### src/rtl/alu_arbiter.sv
// Two-port round-robin front end for the shared LC-3 ALU.
// Grants one requester at a time, registers the ALU result and returns it through a valid/ack handshake.
module alu_arbiter #(
  parameter int unsigned WIDTH = 16
) (
  input  logic             Clk,
  input  logic             Reset,
  input  logic             Req0_Valid,
  input  logic [WIDTH-1:0] Req0_A,
  input  logic [WIDTH-1:0] Req0_B,
  input  logic [1:0]       Req0_ALUK,
  output logic             Req0_Ready,
  input  logic             Req1_Valid,
  input  logic [WIDTH-1:0] Req1_A,
  input  logic [WIDTH-1:0] Req1_B,
  input  logic [1:0]       Req1_ALUK,
  output logic             Req1_Ready,
  output logic             Resp0_Valid,
  output logic [WIDTH-1:0] Resp0_Data,
  input  logic             Resp0_Ack,
  output logic             Resp1_Valid,
  output logic [WIDTH-1:0] Resp1_Data,
  input  logic             Resp1_Ack,
  output logic [WIDTH-1:0] ALU_A,
  output logic [WIDTH-1:0] ALU_B,
  output logic [1:0]       ALU_K,
  input  logic [WIDTH-1:0] ALU_Result
);

  localparam int unsigned KW = 2;

  typedef enum logic [1:0] {
    IDLE = 2'd0,
    EXEC = 2'd1,
    RESP = 2'd2
  } state_t;

  state_t           state;
  logic             owner;
  logic             prio;
  logic [WIDTH-1:0] op_a;
  logic [WIDTH-1:0] op_b;
  logic [KW-1:0]    op_k;
  logic [WIDTH-1:0] result;
  logic [1:0]       resp_valid;

  logic             grant_c;
  logic             any_valid_c;
  logic             owner_ack_c;

  // Tie goes to prio; a lone requester always wins.
  always_comb begin
    grant_c     = 1'b0;
    any_valid_c = Req0_Valid | Req1_Valid;
    if (Req0_Valid && Req1_Valid) begin
      grant_c = prio;
    end else if (Req1_Valid) begin
      grant_c = 1'b1;
    end
  end

  always_comb begin
    Req0_Ready = 1'b0;
    Req1_Ready = 1'b0;
    if (state == IDLE) begin
      Req0_Ready = Req0_Valid & ~grant_c;
      Req1_Ready = Req1_Valid &  grant_c;
    end
  end

  assign owner_ack_c = owner ? Resp1_Ack : Resp0_Ack;

  always_ff @(posedge Clk or posedge Reset) begin
    if (Reset) begin
      state      <= IDLE;
      owner      <= 1'b0;
      prio       <= 1'b0;
      op_a       <= '0;
      op_b       <= '0;
      op_k       <= '0;
      result     <= '0;
      resp_valid <= 2'b00;
    end else begin
      case (state)
        IDLE: begin
          if (any_valid_c) begin
            owner <= grant_c;
            op_a  <= grant_c ? Req1_A    : Req0_A;
            op_b  <= grant_c ? Req1_B    : Req0_B;
            op_k  <= grant_c ? Req1_ALUK : Req0_ALUK;
            state <= EXEC;
          end
        end
        EXEC: begin
          result     <= WIDTH'(ALU_Result);
          resp_valid <= owner ? 2'b10 : 2'b01;
          state      <= RESP;
        end
        RESP: begin
          // Only the owner's ack releases the response; the other port is ignored.
          if (owner_ack_c) begin
            resp_valid <= 2'b00;
            prio       <= ~owner;
            state      <= IDLE;
          end
        end
        default: begin
          resp_valid <= 2'b00;
          state      <= IDLE;
        end
      endcase
    end
  end

  assign ALU_A       = op_a;
  assign ALU_B       = op_b;
  assign ALU_K       = op_k;
  assign Resp0_Valid = resp_valid[0];
  assign Resp1_Valid = resp_valid[1];
  assign Resp0_Data  = result;
  assign Resp1_Data  = result;

endmodule

### config.mk
export PLATFORM = sky130hd
export DESIGN_NAME = alu_arbiter
export DESIGN_NICKNAME = d
export VERILOG_FILES = /design/src/rtl/alu_arbiter.sv
export SDC_FILE = /design/constraint.sdc
export NUM_CORES = 1
export LEC_CHECK = 0
export BUFFER_PORTS_ARGS = -buffer_cell sky130_fd_sc_hd__buf_2
export CELL_PAD_IN_SITES_DETAIL_PLACEMENT = 0
export CELL_PAD_IN_SITES_GLOBAL_PLACEMENT = 2
export CORE_MARGIN = 3
export CORE_UTILIZATION = 26
export CTS_BUF_LIST = sky130_fd_sc_hd__clkbuf_4
export CTS_CLUSTER_DIAMETER = 50
export DETAILED_ROUTE_END_ITERATION = 12
export PLACE_DENSITY = 0.82
export SETUP_SLACK_MARGIN = 0.5
export SLEW_MARGIN = 20
export SYNTH_ARGS = -nofsm -noshare
export SYNTH_HDL_FRONTEND = slang
export SYNTH_SLANG_ARGS = --single-unit
export TNS_END_PERCENT = 100
### constraint.sdc
create_clock -name Clk -period 1.88 [get_ports Clk]
set_input_delay 0.188 -clock Clk [delete_from_list [all_inputs] [get_ports Clk]]
set_output_delay 0.188 -clock Clk [all_outputs]
set_load 0.01 [all_outputs]
==> run_results.csv <==
group,metric,value,unit
status,status,"finished, final reports clean",
pwr,finalPower,0.00627,W
hold_path,min_to,"Resp0_Data[1]",
setup_path,regToRegEndpoint,"Resp0_Data[6]",
setup_path,rrSetupSlack,0.56,ns
synthesis,synth_area_leaders,"dfrtp_1, a31oi_2, o21ai_0",
synthesis,yosysWarnings,0,
placement,io_buffers,159,
cells_and_area,finalNonFillerCells,565,
placement,hpwl,6.59,mm
clock_network,cts_root_buf,"clkbuf_4",
synthesis,yosysSeqAreaShare,47.7,%
setup_path,cp.required,1.69,ns
sta,holdWs,0.0449,ns
synthesis,syn_area,2940,sq um
sta,setup_viol,0,
sta,fin_crit_sh,78.2,%
die,core_area,10900,sq um
sta,clock.fmax,0.680,GHz
sta,setup_tns,0,ns
die,num_rows,38,
global_route,antenna_found_initial,0,
routing,drcViolationCount,0,
cells_and_area,final_common_cell,"buf_2",
clock_network,cts_tree,"done",
setup_path,critical_path_class,"reg2out",
die,die_y,112,um
routing,vias_per_cell,4.80,
global_route,grt_pass1_vias,2857,
setup_path,r2r_cells,4,
synthesis,syn_avg_cell_area,10.4,sq um
cells_and_area,drive_above_1_share,56.9,%
die,initial_core_util,26.8,%
sta,skew,0.00891,ns
die,dieArea,12600,sq um
sta,finalMaxSlewViolations,0,
pwr,max-vdd-ir-drop,560,uV
placement,gp_congestion,0.706,
routing,drtAntennaViolNets,0,
global_route,grt_max_degree,35,
synthesis,synth_top_area_share,47.7,%
clock_network,clockBufferDepth,2,
global_route,grt-ovfl-total,0,
cells_and_area,final_nets,515,
setup_path,r2r_start,"state[1]",
routing,drt-wirelength-per-cell,16.4,um
cells_and_area,final_util,36.7,%
hold_path,worst_hold_path_type,"in2reg",
hold_path,hold_depth,2,
cells_and_area,areaGrowthSynthToFinish,36.7,%
setup_path,worstSetupStartpoint,"prio",
sta,hold_viol,0,
setup_path,endpoint_kind,"output port",
sta,rsz0062_at_grt,"true",
routing,drt_iter0_drc,45,
clock_network,clk-insertion-delay-late,0.36,ns
global_route,grt_pass1_wl,14.5,mm
routing,wl,9.26,mm
die,die_w,112,um
die,num_io_pins,160,
pwr,power.density,1560,nW/um^2
clock_network,cts_buffers,5,
setup_path,cp-start-kind,"flip-flop",
flow_run,cap_viol_max_count,0,
sta,slew_headroom,75.0,%
synthesis,synth_cell_type_count,25,
synthesis,yosys.area.top_type,"dfrtp_1",
clock_network,clk_pin_slew_worst_paths,0.15,ns
cells_and_area,layout_common_cells,"buf_2, dfrtp_1, o21ai_0, nand3_1, a21oi_1",
sta,layout_min_cycle_time,1.47,ns
routing,vias,2710,
synthesis,synth_fp_nets,372,
routing,dr.pass1.iters,4,
synthesis,syn_inst,282,
clock_network,cts.sinks,56,
setup_path,arrival,1.28,ns
hold_path,min-delay-start,"ALU_Result[1]",
global_route,grt_usage,14.0,%
cells_and_area,num_antenna_cells,0,
setup_path,cp_max_fo,3,
clock_network,htree_levels,2,
sta,worst-slew-pin-transition,0.375,ns
placement,dp.cells,547,
synthesis,ys_seq_elements,56,
pwr,leakagePower,1.79,nW
[flip-flops by register name, summed over array words and instances, names as in the netlist]
register / cells
ALU_A: 16
ALU_B: 16
Resp0_Data: 16
ALU_K: 2
resp_valid: 2
state: 2
owner: 1
prio: 1
[worst max-delay path, cell delays in order (launching register included)]
cell	delay [ns]
dfrtp_1	0.42
nand2b_4	0.16
nand2_4	0.07
and3_4	0.18
buf_6	0.09
[cell usage after synthesis, drive strengths merged]
cell and n:
nand2 2, o21ai 38, mux2 16, o32ai 1
clkbuf 19, nand3 35, nand3b 1, dfrtp 56
inv 4, or2 1, nor3 1, a32o 2
nand2b 4, nor2 2, and3 1, mux2i 1
buf 26, a31oi 35, nor2b 1, and2 1
a21oi 35
[area by class of cell]
cell class                 count  area [sq um]
inverter                       4          18.8
sequential                    56          1400
multi-input combinational    177          1280
fill                        1138          6920
tap                          140           175
clock buffer                   6          45.0
clock inverter                 1          5.00
timing repair buffer         181          1090
[per-stage QoR]
stage                     instance area, sq um  worst slack (ns)
after floorplan                           2950             0.496
after global placement                    3760             0.450
after detailed placement                  3760             0.398
after CTS                                 3900             0.403
after global routing                      4010             0.330
final                                     4010             0.410
[power breakdown]
| part | total [W] | switching [W] | internal, W |
|---|---|---|---|
| Clock | 0.000507 | 0.000353 | 0.000154 |
| Combinational | 0.00357 | 0.00185 | 0.00172 |
| Sequential | 0.00219 | 0.000375 | 0.00182 |
| Total | 0.00627 | 0.00258 | 0.00369 |
[how the worst max path moves through the flow]
stage	end	slack, ns
CTS	Req0_Ready	0.40
floorplan	Resp0_Data[0]	0.50
global route	Req0_Ready	0.33
detailed placement	ALU_B[6]	0.40
finish	Req0_Ready	0.41
global placement	ALU_A[9]	0.45
[kinds of logic (layout without fill, tap and decap cells)]
family,count (synthesis),count (layout),synth area share (%)
AO/OA/AOI/OAI,111,111,27.1
buffers and inverters,49,192,9.89
flip-flops,56,56,47.7
multiplexers,17,17,6.48
AND/OR/NAND/NOR,49,49,8.78
[routing by layer]
layer  GRT usage, %  part of all wire (%)
met1           17.9                    43
met2           24.0                    49
met3           3.50                   7.2
met4           3.21                  0.82
met5              0                     0
[timing repair]
| action | CTS | global route |
|---|---|---|
| gates resized for setup | 9 | 11 |
| endpoints found under the hold margin | 35 | 0 |
| hold buffers | 1 | 0 |
| pin swaps | 2 | 1 |
| endpoints found under the setup margin | 49 | 54 |
| gates cloned | 0 | 2 |
| setup buffers | 6 | 2 |
Note: power is estimated with default switching activity, not from simulation.
